==> config.mk <==
export PLATFORM = sky130hd
export DESIGN_NAME = mem_arbiter
export DESIGN_NICKNAME = d
export VERILOG_FILES = /design/src/rtl/mem_arbiter.sv
export SDC_FILE = /design/constraint.sdc
export NUM_CORES = 1
export LEC_CHECK = 0
export CAP_MARGIN = 20
export CORE_ASPECT_RATIO = 0.5
export CORE_MARGIN = 8
export CORE_UTILIZATION = 45
export CTS_BUF_LIST = sky130_fd_sc_hd__clkbuf_8
export CTS_CLUSTER_DIAMETER = 40
export CTS_CLUSTER_SIZE = 25
export DETAILED_ROUTE_END_ITERATION = 8
export PLACE_DENSITY = 0.83
export SYNTH_ARGS = -nofsm -noshare
export SYNTH_HDL_FRONTEND = slang
export SYNTH_SLANG_ARGS = --single-unit
==> constraint.sdc <==
create_clock -name clk -period 4 [get_ports clk]
set_input_delay 0.6 -clock clk [delete_from_list [all_inputs] [get_ports clk]]
set_output_delay 0.6 -clock clk [all_outputs]
set_load 0.02 [all_outputs]
==> src/rtl/mem_arbiter.sv <==
// mem_arbiter
// Arbitrates an instruction-fetch port and a data load/store port onto one
// shared single-port memory. Exactly one transaction is in flight at a time.
//
// Ports
//   clk, rst                 clock; asynchronous active-low reset
//   if_req, if_addr          fetch request (held until if_ack) and byte address
//   if_ack, if_err, if_rdata fetch done / misaligned pulses, fetched word
//   d_rd, d_wr, d_funct3     data read / write request (held until d_ack), size
//   d_addr, d_wdata          data byte address, store data
//   d_ack, d_err, d_rdata    data done / misaligned pulses, load data
//   stall                    a request is pending and no ack pulses this cycle
//   mem_re, mem_we           registered memory strobes, high only in ACCESS
//   mem_addr, mem_funct3,
//   mem_wdata                registered memory command fields
//   mem_rdata                memory read data, valid the cycle after mem_re
//   dbg_state                current FSM state (IDLE=0 ACCESS=1 CAPTURE=2 DONE=3)
//
// Handshake: a requester raises its request with stable fields and keeps it
// high until its ack pulse. Fields are sampled only in IDLE when the request
// wins arbitration; anything that happens to the request afterwards is
// ignored and the ack still pulses once, for exactly one cycle.
module mem_arbiter #(
  parameter int ADDR_W = 8
) (
  input  logic              clk,
  input  logic              rst,
  input  logic              if_req,
  input  logic [ADDR_W-1:0] if_addr,
  output logic              if_ack,
  output logic              if_err,
  output logic [31:0]       if_rdata,
  input  logic              d_rd,
  input  logic              d_wr,
  input  logic [2:0]        d_funct3,
  input  logic [ADDR_W-1:0] d_addr,
  input  logic [31:0]       d_wdata,
  output logic              d_ack,
  output logic              d_err,
  output logic [31:0]       d_rdata,
  output logic              stall,
  output logic              mem_re,
  output logic              mem_we,
  output logic [ADDR_W-1:0] mem_addr,
  output logic [2:0]        mem_funct3,
  output logic [31:0]       mem_wdata,
  input  logic [31:0]       mem_rdata,
  output logic [1:0]        dbg_state
);

  typedef enum logic [1:0] {
    S_IDLE    = 2'd0,
    S_ACCESS  = 2'd1,
    S_CAPTURE = 2'd2,
    S_DONE    = 2'd3
  } state_t;

  localparam logic [2:0] F3_WORD = 3'b010;

  state_t            r_state;
  logic              r_last_grant_data;  // 1: data port was granted last
  logic              r_grant_data;       // owner of the transaction in flight
  logic              r_is_read;
  logic              r_if_ack;
  logic              r_if_err;
  logic [31:0]       r_if_rdata;
  logic              r_d_ack;
  logic              r_d_err;
  logic [31:0]       r_d_rdata;
  logic              r_mem_re;
  logic              r_mem_we;
  logic [ADDR_W-1:0] r_mem_addr;
  logic [2:0]        r_mem_funct3;
  logic [31:0]       r_mem_wdata;

  logic w_d_req;
  logic w_any_req;
  logic w_pick_data;
  logic w_if_mis;
  logic w_d_mis;
  logic w_pick_mis;

  assign w_d_req   = d_rd | d_wr;
  assign w_any_req = if_req | w_d_req;
  // Data wins when it is alone, or when both are pending and fetch went last.
  assign w_pick_data = w_d_req & (~if_req | ~r_last_grant_data);

  assign w_if_mis = (if_addr[1:0] != 2'b00);
  // funct3[1:0] encodes size: 10 word, 01 half, 00 byte (sign bit ignored).
  assign w_d_mis  = ((d_funct3[1:0] == 2'b10) && (d_addr[1:0] != 2'b00)) ||
                    ((d_funct3[1:0] == 2'b01) && d_addr[0]);
  assign w_pick_mis = w_pick_data ? w_d_mis : w_if_mis;

  always_ff @(posedge clk or negedge rst) begin
    if (!rst) begin
      r_state           <= S_IDLE;
      r_last_grant_data <= 1'b1;
      r_grant_data      <= 1'b0;
      r_is_read         <= 1'b0;
      r_if_ack          <= 1'b0;
      r_if_err          <= 1'b0;
      r_if_rdata        <= '0;
      r_d_ack           <= 1'b0;
      r_d_err           <= 1'b0;
      r_d_rdata         <= '0;
      r_mem_re          <= 1'b0;
      r_mem_we          <= 1'b0;
      r_mem_addr        <= '0;
      r_mem_funct3      <= '0;
      r_mem_wdata       <= '0;
    end else begin
      // Pulses and strobes default low; each is raised for a single cycle.
      r_if_ack <= 1'b0;
      r_if_err <= 1'b0;
      r_d_ack  <= 1'b0;
      r_d_err  <= 1'b0;
      r_mem_re <= 1'b0;
      r_mem_we <= 1'b0;
      case (r_state)
        S_IDLE: begin
          if (w_any_req) begin
            r_grant_data <= w_pick_data;
            if (w_pick_mis) begin
              // Misaligned: never touch memory, complete with ack+err next cycle.
              r_state <= S_DONE;
              if (w_pick_data) begin
                r_d_ack   <= 1'b1;
                r_d_err   <= 1'b1;
                r_d_rdata <= '0;
              end else begin
                r_if_ack   <= 1'b1;
                r_if_err   <= 1'b1;
                r_if_rdata <= '0;
              end
            end else begin
              r_state <= S_ACCESS;
              if (w_pick_data) begin
                // Both strobes high is illegal and resolves to a write.
                r_mem_addr   <= d_addr;
                r_mem_funct3 <= d_funct3;
                r_mem_wdata  <= d_wdata;
                r_mem_re     <= ~d_wr;
                r_mem_we     <= d_wr;
                r_is_read    <= ~d_wr;
              end else begin
                r_mem_addr   <= if_addr;
                r_mem_funct3 <= F3_WORD;
                r_mem_re     <= 1'b1;
                r_is_read    <= 1'b1;
              end
            end
          end
        end
        S_ACCESS: begin
          if (r_is_read) begin
            r_state <= S_CAPTURE;
          end else begin
            // Only the data port can write.
            r_state <= S_DONE;
            r_d_ack <= 1'b1;
          end
        end
        S_CAPTURE: begin
          r_state <= S_DONE;
          if (r_grant_data) begin
            r_d_rdata <= mem_rdata;
            r_d_ack   <= 1'b1;
          end else begin
            r_if_rdata <= mem_rdata;
            r_if_ack   <= 1'b1;
          end
        end
        S_DONE: begin
          r_state           <= S_IDLE;
          r_last_grant_data <= r_grant_data;
        end
        default: r_state <= S_IDLE;
      endcase
    end
  end

  assign if_ack     = r_if_ack;
  assign if_err     = r_if_err;
  assign if_rdata   = r_if_rdata;
  assign d_ack      = r_d_ack;
  assign d_err      = r_d_err;
  assign d_rdata    = r_d_rdata;
  assign mem_re     = r_mem_re;
  assign mem_we     = r_mem_we;
  assign mem_addr   = r_mem_addr;
  assign mem_funct3 = r_mem_funct3;
  assign mem_wdata  = r_mem_wdata;
  assign stall      = w_any_req & ~(r_if_ack | r_d_ack);
  assign dbg_state  = r_state;

endmodule

### Yosys cells after proc, flatten, opt, wreduce, memory -nomap -nowiden

Index checks and enable logic that the tools add are counted.

| word-level totals | value |
|---|---|
| register bits after elaboration | 118 |
| output and inout bits | 116 |
| bits of input ports | 88 |
| word-level logic and storage cells | 87 |

| cells by class | value |
|---|---|
| reductions and logical operators | 12 |
| muxes and demuxes | 38 |
| bitwise operators | 11 |
| equal/unequal tests | 11 |

Operators with widths:

| cell | number |
|---|---|
| 2-to-1 mux 32 bit | 8 |
| one-hot mux 32 bit (2 select lines) | 2 |
| 2-to-1 mux 1 bit | 21 |
| != test 2 bit, second input constant | 6 |
| AND reduction 5 bit | 2 |
| 2-to-1 mux 8 bit | 1 |
| one-hot mux 2 bit (4 select lines) | 1 |
| == test 2 bit, second input constant | 3 |
| nonzero test 2 bit | 3 |
| inverter 1 bit | 5 |
| == test 2 x 1 -> 1 bit, second input constant | 2 |
| 2-to-1 mux 2 bit | 2 |
| OR 1 bit | 4 |
| AND reduction 4 bit | 1 |
| 2-to-1 mux 3 bit | 1 |
| one-hot mux 1 bit (3 select lines) | 1 |
| AND reduction 3 bit | 1 |
| AND 1 bit | 2 |
| logical AND 1 bit | 2 |
| logical NOT 2 bit | 1 |
| one-hot mux 1 bit (2 select lines) | 1 |
| AND reduction 2 bit | 1 |
| logical OR 1 bit | 1 |

### Longest topological paths before layout

Gate-level depths: netlist of the first run.

| depth | value |
|---|---|
| depth after elaboration | 7 |
| depth in mapped cells | 8 |
| gate-level depth less buffers | 6 |

### Least setup slack after synthesis of the first run

Ideal clock, no wire load.

| timing path | value |
|---|---|
| path type | register to register |
| from | register r_state[0], in the netlist dbg_state[0] |
| to | register r_if_rdata[18], in the netlist if_rdata[18] |
| buffers on the path | 2 |
| arrival time | 1846 ps |
| setup slack | 2030 ps |
| required time | 3875 ps |
| stages on the path, launching flop included | 7 |
| library setup time | 125 ps |
| period minus slack after synthesis | 1970 ps |
| cell sequence | dfrtp_1 inv_1 ha_1 buf_2 o2111ai_2 buf_6 mux2_2 |

| on the way | value |
|---|---|
| word-level cells in the longest chain between the ends | 3 |
| elaborated cells between the ends (all ways) | 9 |
| those cells by class | eq/ne: 5; mux: 1; reduce/logical: 3 |

RTL lines:

| item | RTL line | text |
|---|---|---|
| start: declaration | 60 | `state_t r_state;` |
| start signal: assignment | 96 | `r_state <= S_IDLE;` |
| start signal: assignment | 125 | `r_state <= S_DONE;` |
| start signal: assignment | 136 | `r_state <= S_ACCESS;` |
| == test 2 bit or logical NOT 2 bit (tied branches) | 119 | `case (r_state)` |
| != test 2 bit (no line) or nonzero test 2 bit (tied branches) | n/a |  |
| AND reduction 5 bit (no line) | n/a |  |
| end signal: assignment | 169 | `r_if_rdata <= mem_rdata;` |
| end: declaration | 66 | `logic [31:0] r_if_rdata;` |

Parallel ways exist; a longest one is shown, timed or not.
A chain may end at the register's enable or synchronous reset.

### Final worst setup path of the first run

| timing path | value |
|---|---|
| from | register r_state[0], in the netlist dbg_state[0] |
| to | register r_d_rdata[24], in the netlist d_rdata[24] |

| on the way | value |
|---|---|
| word-level cells in the longest chain between the ends | 3 |
| elaborated cells between the ends (all ways) | 9 |
| those cells by class | eq/ne: 5; mux: 1; reduce/logical: 3 |

RTL lines:

| item | RTL line | text |
|---|---|---|
| == test 2 bit or logical NOT 2 bit (tied branches) | 119 |  |
| != test 2 bit (no line) or nonzero test 2 bit (tied branches) | n/a |  |
| AND reduction 5 bit (no line) | n/a |  |
| end signal: assignment | 166 | `r_d_rdata <= mem_rdata;` |
| end: declaration | 69 | `logic [31:0] r_d_rdata;` |

Parallel ways exist; a longest one is shown, timed or not.

==> results_tabular.tex, run 1 <==
\begin{tabular}{lr}
\hline
Metric & Value \\
\hline
\multicolumn{2}{l}{\textbf{Run status}} \\
Run status & finished, final reports clean \\
\multicolumn{2}{l}{\textbf{Final layout}} \\
Syn-to-layout area delta & 50.57\% \\
Most used cells in the layout excluding fill and tap cells & sky130\_fd\_sc\_hd\_\_clkdlybuf4s50\_1, sky130\_fd\_sc\_hd\_\_dfrtp\_1, sky130\_fd\_sc\_hd\_\_mux2\_2, sky130\_fd\_sc\_hd\_\_and2\_1 \\
Post-layout instance area & 7615 um2 \\
Number of antenna cells inserted & 0 \\
Fin util & 69.36\% \\
Total number of nets in the final design & 664 \\
Most frequent standard cell in the layout excluding fill and tap cells & sky130\_fd\_sc\_hd\_\_clkdlybuf4s50\_1 \\
Fraction of final layout cells sized beyond drive strength 1 & 20.45\% \\
\multicolumn{2}{l}{\textbf{Timing}} \\
Number of endpoints failing setup at the final stage & 0 \\
Post-Route Skew & 0.01063 ns \\
RSZ-0062 raised after global routing & no \\
Final clock period utilization by the worst path & 70.19\% \\
Total negative slack & 0 ns \\
Fmax & 0.3562 GHz \\
Worst hold slack after final layout & 0.3159 ns \\
Final count of pins violating max slew & 0 \\
Fin. Hold Viols & 0 \\
Rel. slew slack & 34.03\% \\
Final period demand of the worst path & 2.808 ns \\
Tightest Pin Transition & 0.9812 ns \\
\multicolumn{2}{l}{\textbf{Routing}} \\
Number of vias in the routed layout & 3649 \\
Final routed wire length divided by cell count & 19.07 um \\
Initial DRC count & 190 \\
Post-detailed-route DRC marker count & 0 \\
Per-cell via count in the routed design & 5.019 \\
Final wirelength & 13860 um \\
Drt first pass iters & 4 \\
ANT nets after route & 0 \\
\multicolumn{2}{l}{\textbf{Logic synthesis}} \\
Number of distinct standard cells referenced by the synthesized netlist & 40 \\
EDFF count, synth & 0 \\
Warning count from the yosys run & 0 \\
Synthesized instance count & 358 \\
Total nets after synthesis & 452 \\
Post-synthesis average cell area & 14.13 um2 \\
Post-Synthesis Cell Area & 5057 um2 \\
Share of flip-flops with an asynchronous set or reset after synthesis & 100.0\% \\
Main synth FF type & sky130\_fd\_sc\_hd\_\_dfrtp\_1 \\
Post-synthesis sequential element count & 118 \\
Part of the Yosys area used for sequential elements & 58.41\% \\
\multicolumn{2}{l}{\textbf{Setup path}} \\
Startpoint-to-endpoint class of the critical path & reg -> reg \\
Critical path capture point type & flip-flop \\
Reg2reg start & dbg\_state[0] \\
Critical register-to-register path endpoint & d\_rdata[24] \\
Worst setup slack for register-to-register paths & 1.19 ns \\
WP data arrival & 3.11 ns \\
Worst setup SP type & flip-flop \\
Data required time of the critical path & 4.30 ns \\
Crit-path max FO & 32 \\
R2R depth & 6 \\
\multicolumn{2}{l}{\textbf{Place}} \\
HPWL after detailed placement & 10190 um \\
Cell area after placement & 7197 um2 \\
Weighted congestion reported at the end of routability-driven placement & 0.8705 \\
Total of buffers placed on input and output ports & 203 \\
\multicolumn{2}{l}{\textbf{Floorplan}} \\
Ports & 204 \\
Die boundary width & 165.9 um \\
Floorplan core area & 10980 um2 \\
Effective utilization at floorplan & 46.06\% \\
Area enclosed by the die boundary & 15090 um2 \\
Core Rows & 27 \\
Die height & 90.96 um \\
\multicolumn{2}{l}{\textbf{Clock tree}} \\
Clk sinks & 118 \\
TritonCTS buffer count & 17 \\
Clock network latency to the later pin of the worst-skew pair & 0.43 ns \\
Post CTS Setup Buffer Count & 0 \\
Number of levels the H-tree was split into & 4 \\
Post\_cts resized & 0 \\
Max clock buf depth & 2 \\
TritonCTS clock tree & yes \\
Clock input transition at the sequential cells of the worst setup and hold paths & 0.07 ns \\
Clock root buffer & sky130\_fd\_sc\_hd\_\_clkbuf\_8 \\
Hold buffer count at CTS & 0 \\
\multicolumn{2}{l}{\textbf{Global routing}} \\
GRT Resource Usage Total & 18.49\% \\
Highest-utilization routing layer at the global route stage & met2 \\
Initial antenna violation count & 0 \\
Congestion Overflow GR & 0 \\
M1 GR Usage & 20.47\% \\
Global-route wire length before repair & 22130 um \\
Pin count of the biggest net entering global routing & 75 \\
Met2 routing resource usage after global routing & 33.88\% \\
Via count of the first global-routing pass & 3860 \\
Routing usage on met3 & 4.188\% \\
\multicolumn{2}{l}{\textbf{Pwr}} \\
Pleak & 3.431 nW \\
Total power per unit cell area & 855.5 nW/um2 \\
IR Drop Worst-Case VDD & 0.3645 mV \\
\multicolumn{2}{l}{\textbf{Flow run}} \\
Count of maximum capacitance violations & 0 \\
\multicolumn{2}{l}{\textbf{Min path}} \\
Type of the most critical hold path & in -> async \\
\hline
\end{tabular}
-- metrics by stage --
stage               worst slack (ns)  std cells  power (mW)
floorplan                      2.030        358       3.931
global placement               1.140        696       5.331
detailed placement             1.092        696       5.407
CTS                            1.159        727       6.582
global route                  0.9293        727       6.841
finish                         1.192        727       6.514
-- logic make-up after synthesis --
group | synth area share, %
AND/OR/NAND/NOR | 8.016
adder cells (fa/ha/maj) | 1.484
flip-flops | 58.41
AO/OA/AOI/OAI | 4.800
multiplexers | 23.82
XOR/XNOR | 0.3217
buffers and inverters | 3.142
-- power by group --
| group | switching, mW | leakage, nW | internal, mW |
|---|---|---|---|
| Clock | 0.469 | 0.220 | 0.673 |
| Sequential | 0.296 | 1.52 | 1.74 |
| Combinational | 1.65 | 1.69 | 1.69 |
| Total | 2.41 | 3.43 | 4.10 |
-- sequential cells by signal, indices dropped and copies added, names as in the netlist --
signal and cells:
d_rdata 32, if_rdata 32, mem_wdata 32, mem_addr 8
mem_funct3 3, dbg_state 2, d_ack 1, d_err 1
if_ack 1, if_err 1, mem_re 1, mem_we 1
r_grant_data 1, r_is_read 1, r_last_grant_data 1
-- layout make-up --
cell class	instances	area (um2)
fillers	761	3364
flip-flops and latches	118	2954
repair buffers	208	2079
multi-input cells	218	1956
clock buffers	21	289.0
well taps	145	181.4
clock inverters	10	128.9
inverters	7	26.28
-- worst max-delay path, stage by stage, from the launching register on --
cell and delay, ns:
sky130_fd_sc_hd__dfrtp_1 0.44, sky130_fd_sc_hd__inv_1 0.16, sky130_fd_sc_hd__ha_1 0.55, sky130_fd_sc_hd__nand2_1 0.24, sky130_fd_sc_hd__a22oi_1 0.24, sky130_fd_sc_hd__nand2_2 0.54
sky130_fd_sc_hd__mux2_2 0.50
-- cells in the mapped netlist, types with 2 or more instances --
| library cell | number | share of area (%) |
|---|---|---|
| sky130_fd_sc_hd__nor2_1 | 4 | 0.30 |
| sky130_fd_sc_hd__mux2_1 | 30 | 6.7 |
| sky130_fd_sc_hd__a22oi_1 | 6 | 0.89 |
| sky130_fd_sc_hd__dfrtp_1 | 117 | 58 |
| sky130_fd_sc_hd__a31oi_1 | 2 | 0.25 |
| sky130_fd_sc_hd__nand2_1 | 30 | 2.2 |
| sky130_fd_sc_hd__inv_1 | 7 | 0.52 |
| sky130_fd_sc_hd__mux2_4 | 9 | 2.7 |
| sky130_fd_sc_hd__clkbuf_1 | 4 | 0.30 |
| sky130_fd_sc_hd__nor2b_1 | 2 | 0.25 |
| sky130_fd_sc_hd__nand2b_1 | 2 | 0.25 |
| sky130_fd_sc_hd__nor3_1 | 2 | 0.20 |
| sky130_fd_sc_hd__o21ai_0 | 6 | 0.59 |
| sky130_fd_sc_hd__and2_1 | 33 | 4.1 |
| sky130_fd_sc_hd__mux2_2 | 65 | 14 |
| sky130_fd_sc_hd__ha_1 | 6 | 1.5 |
| sky130_fd_sc_hd__buf_6 | 10 | 2.2 |
-- routing by layer --
metal  routed length (um)  share of wire, %  vias up
li1                     -                 -     1667
met1                 5517                40     1854
met2                 7469                54       94
met3                  476               3.4       34
met4                  401               2.9        0
met5                    0                 0        -
-- how the worst max path moves through the flow --
stage                     cells past startpoint         start  slack [ns]           end
after floorplan                               6  dbg_state[0]        2.03  if_rdata[18]
after global placement                        6        if_req        1.14   d_rdata[28]
after detailed placement                      6        if_req        1.09   d_rdata[27]
after CTS                                     6  dbg_state[0]        1.16    d_rdata[5]
after global routing                          6  dbg_state[0]        0.93    d_rdata[5]
final                                         6  dbg_state[0]        1.19   d_rdata[24]
(Power assumes the default switching activity.)
==> inputs of run 2 (changes only) <==
--- a/config.mk
+++ b/config.mk
@@ -8,12 +8,12 @@
 export CAP_MARGIN = 20
 export CORE_ASPECT_RATIO = 0.5
 export CORE_MARGIN = 8
-export CORE_UTILIZATION = 45
+export CORE_UTILIZATION = 40
 export CTS_BUF_LIST = sky130_fd_sc_hd__clkbuf_8
 export CTS_CLUSTER_DIAMETER = 40
 export CTS_CLUSTER_SIZE = 25
 export DETAILED_ROUTE_END_ITERATION = 8
-export PLACE_DENSITY = 0.83
+export PLACE_DENSITY = 0.78
 export SYNTH_ARGS = -nofsm -noshare
 export SYNTH_HDL_FRONTEND = slang
 export SYNTH_SLANG_ARGS = --single-unit
==> constraint.sdc (replaced) <==
create_clock -name clk -period 2.29 [get_ports clk]
set_input_delay 0.3435 -clock clk [delete_from_list [all_inputs] [get_ports clk]]
set_output_delay 0.3435 -clock clk [all_outputs]
set_load 0.02 [all_outputs]
==> results_tabular.tex, run 2 (synthesis results as in run 1) <==
\begin{tabular}{lr}
\hline
Metric & Value \\
\hline
\multicolumn{2}{l}{\textbf{Run status}} \\
Run status & finished, final reports clean \\
\multicolumn{2}{l}{\textbf{Clock tree}} \\
Clock network latency to the later pin of the worst-skew pair & 0.43 ns \\
Max clock buf depth & 2 \\
Post CTS Setup Buffer Count & 0 \\
TritonCTS buffer count & 17 \\
Clock input transition at the sequential cells of the worst setup and hold paths & 0.07 ns \\
Number of levels the H-tree was split into & 4 \\
Clk sinks & 118 \\
TritonCTS clock tree & yes \\
Clock root buffer & sky130\_fd\_sc\_hd\_\_clkbuf\_8 \\
\multicolumn{2}{l}{\textbf{Pwr}} \\
Switch share & 37.22\% \\
Power share of the combinational group & 53.4\% \\
IR Drop Worst-Case VDD & 0.6223 mV \\
Pleak & 3.477 nW \\
Power Internal & 7.109 mW \\
Total power & 11.32 mW \\
Total power per unit cell area & 1468 nW/um2 \\
Share of power burned in registers & 31.0\% \\
Relative contribution of the clock network to total power & 15.6\% \\
Total net switching power & 4.214 mW \\
\multicolumn{2}{l}{\textbf{Place}} \\
HPWL after detailed placement & 10410 um \\
Place WS & 0.03159 ns \\
Total of buffers placed on input and output ports & 203 \\
Weighted congestion reported at the end of routability-driven placement & 0.7659 \\
\multicolumn{2}{l}{\textbf{Global routing}} \\
GRT Resource Usage Total & 16.89\% \\
Via count of the first global-routing pass & 3909 \\
Congestion Overflow GR & 0 \\
Pin count of the biggest net entering global routing & 68 \\
Global-route wire length before repair & 22010 um \\
Initial antenna violation count & 0 \\
\multicolumn{2}{l}{\textbf{Routing}} \\
Drt first pass iters & 5 \\
Initial DRC count & 203 \\
Final routed wire length divided by cell count & 18.38 um \\
Final wirelength & 13980 um \\
Post-detailed-route DRC marker count & 0 \\
ANT nets after route & 0 \\
Number of vias in the routed layout & 3649 \\
Per-cell via count in the routed design & 4.795 \\
\multicolumn{2}{l}{\textbf{Timing}} \\
Tightest Pin Transition & 0.4303 ns \\
Rel. slew slack & 71.25\% \\
Worst path setup slack after routing & 0.07678 ns \\
Number of endpoints failing setup at the final stage & 0 \\
Final clock period utilization by the worst path & 96.65\% \\
Final count of pins violating max slew & 0 \\
Total negative slack & 0 ns \\
Fin. Hold Viols & 0 \\
Post-Route Skew & 0.01039 ns \\
Fmax & 0.4518 GHz \\
Final period demand of the worst path & 2.213 ns \\
Worst hold slack after final layout & 0.3519 ns \\
RSZ-0062 raised after global routing & no \\
\multicolumn{2}{l}{\textbf{Final layout}} \\
Number of antenna cells inserted & 0 \\
Filler cell count in the final layout & 1012 \\
Fraction of final layout cells sized beyond drive strength 1 & 21.49\% \\
Total number of nets in the final design & 675 \\
Most used cells in the layout excluding fill and tap cells & sky130\_fd\_sc\_hd\_\_clkdlybuf4s50\_1, sky130\_fd\_sc\_hd\_\_dfrtp\_1, sky130\_fd\_sc\_hd\_\_mux2\_2, sky130\_fd\_sc\_hd\_\_and2\_1 \\
Most frequent standard cell in the layout excluding fill and tap cells & sky130\_fd\_sc\_hd\_\_clkdlybuf4s50\_1 \\
Syn-to-layout area delta & 52.55\% \\
\multicolumn{2}{l}{\textbf{Floorplan}} \\
Floorplan core area & 12520 um2 \\
Die boundary width & 175.0 um \\
Ports & 204 \\
Core Rows & 29 \\
Die height & 95.51 um \\
Effective utilization at floorplan & 40.40\% \\
Area enclosed by the die boundary & 16720 um2 \\
\multicolumn{2}{l}{\textbf{Setup path}} \\
Crit-path max FO & 6 \\
Launch point of the critical path & d\_wr \\
Worst path slowest cell & sky130\_fd\_sc\_hd\_\_clkdlybuf4s50\_1 \\
Startpoint-to-endpoint class of the critical path & in -> out \\
Data required time of the critical path & 1.95 ns \\
Slowest Stage Delay on Critical Path & 0.65 ns \\
Cell-by-cell trace of the critical path & clkdlybuf4s50\_1, nor3\_2, nor3\_1, clkdlybuf4s50\_1 \\
Most used cell along the critical path & sky130\_fd\_sc\_hd\_\_clkdlybuf4s50\_1 \\
Worst setup SP type & primary input \\
Reg2reg start & dbg\_state[0] \\
WP data arrival & 1.87 ns \\
Critical path capture point type & output pin \\
\multicolumn{2}{l}{\textbf{Flow run}} \\
Count of maximum capacitance violations & 0 \\
\multicolumn{2}{l}{\textbf{Min path}} \\
Type of the most critical hold path & in -> async \\
\hline
\end{tabular}
-- run 2: path summary, 6_finish.rpt --
kind / to / slack (ns) / cells past startpoint
setup / recovery: stall / 0.08 / 4
hold / removal: mem_wdata[7] / 0.35 / 2
setup reg to reg: mem_addr[2] / 0.24 / 6
hold reg to reg: mem_wdata[20] / 0.49 / 1
max in group asynchronous: r_last_grant_data / 1.23 / 3
min in group clk: mem_wdata[20] / 0.49 / 1
-- run 2: final cells by class --
class	count	area [um2]	area share, %
Tap cell	170	212.7	2.757
Inverter	7	26.28	0.3406
Clock inverter	7	56.30	0.7298
Sequential cell	118	2954	38.29
Multi-Input combinational cell	218	1961	25.41
Clock buffer	22	302.8	3.925
Timing Repair Buffer	219	2202	28.54
-- run 2: power groups by stage --
stage          combinational (mW)  clock [mW]  sequential, mW
6_report                     6.05        1.76            3.51
5_1_grt                      6.40        1.90            3.64
4_1_cts                      6.15        1.80            3.52
3_5_place_dp                 6.10           0            3.55
3_3_place_gp                 6.01           0            3.52
2_1_floorplan                2.22           0            4.64
-- run 2: repair_timing --
action                                  4_1_cts  5_1_grt
endpoints found under the setup margin        0        1
gates resized for setup                       0        1
hold endpoints to repair                     23        0
hold buffers                                  1        0
-- run 2: layer usage --
layer	vias up	track usage, %	wire [um]
li1	1693	-	-
met1	1851	18.31	5238
met2	76	31.86	7899
met3	29	4.545	528
met4	0	6.237	318
met5	-	0	0
-- run 2: stage by stage --
stage               utilization (%)  cell area (um2)  cells
finish                        61.63             7715    761
global route                  61.63             7715    761
CTS                           61.59             7710    761
detailed placement            58.64             7341    731
global placement              58.64             7341    731
floorplan                         -             5057    358
-- run 2: critical path: cells and delay by family --
kind | cells | cell delay [ns]
AND/OR/NAND/NOR | 2 | 0.29
buffers and inverters | 2 | 1.24
==> inputs of run 3 (changes only) <==
--- a/config.mk
+++ b/config.mk
@@ -13,7 +13,7 @@
 export CTS_CLUSTER_DIAMETER = 40
 export CTS_CLUSTER_SIZE = 25
 export DETAILED_ROUTE_END_ITERATION = 8
-export PLACE_DENSITY = 0.78
+export PLACE_DENSITY = 0.87
 export SYNTH_ARGS = -nofsm -noshare
 export SYNTH_HDL_FRONTEND = slang
 export SYNTH_SLANG_ARGS = --single-unit
==> constraint.sdc (replaced) <==
create_clock -name clk -period 1.77 [get_ports clk]
set_input_delay 0.2655 -clock clk [delete_from_list [all_inputs] [get_ports clk]]
set_output_delay 0.2655 -clock clk [all_outputs]
set_load 0.02 [all_outputs]
==> results_tabular.tex, run 3 (synthesis results as in run 1) <==
\begin{tabular}{lr}
\hline
Metric & Value \\
\hline
\multicolumn{2}{l}{\textbf{Clock tree}} \\
Clock root buffer & sky130\_fd\_sc\_hd\_\_clkbuf\_8 \\
TritonCTS buffer count & 17 \\
Number of levels the H-tree was split into & 4 \\
Clk sinks & 118 \\
TritonCTS clock tree & yes \\
Max clock buf depth & 2 \\
Clock network latency to the later pin of the worst-skew pair & 0.42 ns \\
Clock input transition at the sequential cells of the worst setup and hold paths & 0.07 ns \\
\multicolumn{2}{l}{\textbf{Setup path}} \\
R2R depth & 7 \\
Worst setup slack for register-to-register paths & -0.02 ns \\
Crit-path max FO & 6 \\
WP data arrival & 2.09 ns \\
Critical path's top delay family & flip-flops \\
Reg2reg start & dbg\_state[1] \\
Critical register-to-register path endpoint & d\_rdata[3] \\
Worst path slowest cell & sky130\_fd\_sc\_hd\_\_dfrtp\_2 \\
Slowest Stage Delay on Critical Path & 0.42 ns \\
Number of buffer and inverter instances along the worst setup path & 3 \\
Cell-by-cell trace of the critical path & inv\_4, ha\_4, buf\_6, a22oi\_2, nand2\_4, clkbuf\_16, mux2\_4 \\
Data required time of the critical path & 2.07 ns \\
Worst setup SP type & flip-flop \\
Startpoint-to-endpoint class of the critical path & reg -> reg \\
Critical path capture point type & flip-flop \\
\multicolumn{2}{l}{\textbf{Pwr}} \\
Switch share & 37.27\% \\
Relative contribution of the clock network to total power & 16.4\% \\
Power share of the combinational group & 54.4\% \\
Pleak & 3.696 nW \\
Power Internal & 9.954 mW \\
Total net switching power & 5.914 mW \\
Total power & 15.87 mW \\
Total power per unit cell area & 1960 nW/um2 \\
IR Drop Worst-Case VDD & 0.9491 mV \\
Share of power burned in registers & 29.3\% \\
\multicolumn{2}{l}{\textbf{Final layout}} \\
Fraction of final layout cells sized beyond drive strength 1 & 26.30\% \\
Most used cells in the layout excluding fill and tap cells & sky130\_fd\_sc\_hd\_\_clkdlybuf4s50\_1, sky130\_fd\_sc\_hd\_\_dfrtp\_1, sky130\_fd\_sc\_hd\_\_mux2\_2, sky130\_fd\_sc\_hd\_\_and2\_1, sky130\_fd\_sc\_hd\_\_mux2\_1 \\
Total number of nets in the final design & 697 \\
Filler cell count in the final layout & 874 \\
Syn-to-layout area delta & 60.09\% \\
Most frequent standard cell in the layout excluding fill and tap cells & sky130\_fd\_sc\_hd\_\_clkdlybuf4s50\_1 \\
Number of antenna cells inserted & 0 \\
Fin util & 64.68\% \\
\multicolumn{2}{l}{\textbf{Timing}} \\
Number of endpoints failing setup at the final stage & 12 \\
Post-Route Skew & 0.009906 ns \\
Rel. slew slack & 67.59\% \\
Worst path setup slack after routing & -0.02290 ns \\
Fin. Hold Viols & 0 \\
RSZ-0062 raised after global routing & yes \\
Tightest Pin Transition & 0.4852 ns \\
Final clock period utilization by the worst path & 101.3\% \\
Final period demand of the worst path & 1.793 ns \\
Final count of pins violating max slew & 0 \\
Fmax & 0.5578 GHz \\
\multicolumn{2}{l}{\textbf{Global routing}} \\
Via count of the first global-routing pass & 4225 \\
Global-route wire length before repair & 23070 um \\
Congestion Overflow GR & 0 \\
GRT Resource Usage Total & 17.67\% \\
Pin count of the biggest net entering global routing & 60 \\
Initial antenna violation count & 0 \\
\multicolumn{2}{l}{\textbf{Place}} \\
HPWL after detailed placement & 11310 um \\
Weighted congestion reported at the end of routability-driven placement & 0.8253 \\
Total of buffers placed on input and output ports & 203 \\
\multicolumn{2}{l}{\textbf{Routing}} \\
Post-detailed-route DRC marker count & 0 \\
Per-cell via count in the routed design & 4.924 \\
Final wirelength & 15960 um \\
Initial DRC count & 191 \\
Number of vias in the routed layout & 3870 \\
ANT nets after route & 0 \\
Final routed wire length divided by cell count & 20.30 um \\
Drt first pass iters & 4 \\
\multicolumn{2}{l}{\textbf{Floorplan}} \\
Die height & 95.51 um \\
Ports & 204 \\
Floorplan core area & 12520 um2 \\
Die boundary width & 175.0 um \\
Core Rows & 29 \\
Effective utilization at floorplan & 40.40\% \\
Area enclosed by the die boundary & 16720 um2 \\
\multicolumn{2}{l}{\textbf{Run status}} \\
Failing checks & setup timing \\
Run status & complete, but fails checks \\
\multicolumn{2}{l}{\textbf{Flow run}} \\
Count of maximum capacitance violations & 0 \\
\multicolumn{2}{l}{\textbf{Min path}} \\
Type of the most critical hold path & in -> async \\
\hline
\end{tabular}
## run 3: cell count changes in the layout (fill, tap and decap cells not counted), sizes merged, moves of 2 or more
cell,previous run,this run
buf,16,36
bufinv,1,4
clkinv,3,5
clkdlybuf4s50,202,195
clkbuf,22,20
dlygate4sd2,0,3
dlymetal6s2s,0,4
## run 3: metrics by stage
stage	setup WS [ns]	instance area, um2	std cells	setup TNS (ns)	hold slack [ns]
2_1_floorplan	0.003852	5107	358	0	-0.03009
3_3_place_gp	-0.3851	7486	741	-31.84	0.1950
3_5_place_dp	-0.4222	7486	741	-35.24	0.2013
4_1_cts	0.01466	7924	774	0	0.2951
5_1_grt	-0.06810	8097	786	-0.9953	0.3114
6_report	-0.02290	8097	786	-0.1563	0.3066
## run 3: how the worst max path moves through the flow
stage | startpoint | depth (start not counted) | endpoint | slack (ns)
6_report | dbg_state[1] | 7 | d_rdata[3] | -0.02
5_1_grt | dbg_state[1] | 7 | d_rdata[22] | -0.07
4_1_cts | dbg_state[1] | 6 | mem_addr[3] | 0.01
3_5_place_dp | d_wr | 6 | if_rdata[1] | -0.42
3_3_place_gp | d_wr | 6 | if_rdata[7] | -0.39
2_1_floorplan | dbg_state[0] | 7 | d_rdata[22] | 0.004
## run 3: cell type report
cell class	instances	area [um2]	share of cell area, %
flip-flops and latches	118	2957	36.52
repair buffers	241	2454	30.30
multi-input cells	218	2027	25.03
clock buffers	18	247.7	3.060
well taps	170	212.7	2.627
clock inverters	14	167.7	2.071
inverters	7	31.28	0.3863
## run 3: timing repair
item,4_1_cts,5_1_grt
hold buffers,1,0
endpoints found under the setup margin,11,59
pin swaps,1,5
hold endpoints to repair,21,0
resized for setup,6,13
cloned,0,3
setup buffers,0,9
## run 3: power by group through the flow
stage	registers, mW	logic (mW)	clock network [mW]
2_1_floorplan	6.03	2.97	0
3_3_place_gp	4.57	8.01	0
3_5_place_dp	4.65	8.20	0
4_1_cts	4.62	8.23	2.64
5_1_grt	4.79	9.03	2.77
6_report	4.65	8.62	2.60
## run 3: metal layers
metal / up-vias / track usage (%) / part of all wire, %
li1: 1734 / - / -
met1: 1988 / 17.86 / 38
met2: 105 / 34.10 / 55
met3: 43 / 3.794 / 3.1
met4: 0 / 10.23 / 4.1
met5: - / 0 / 0
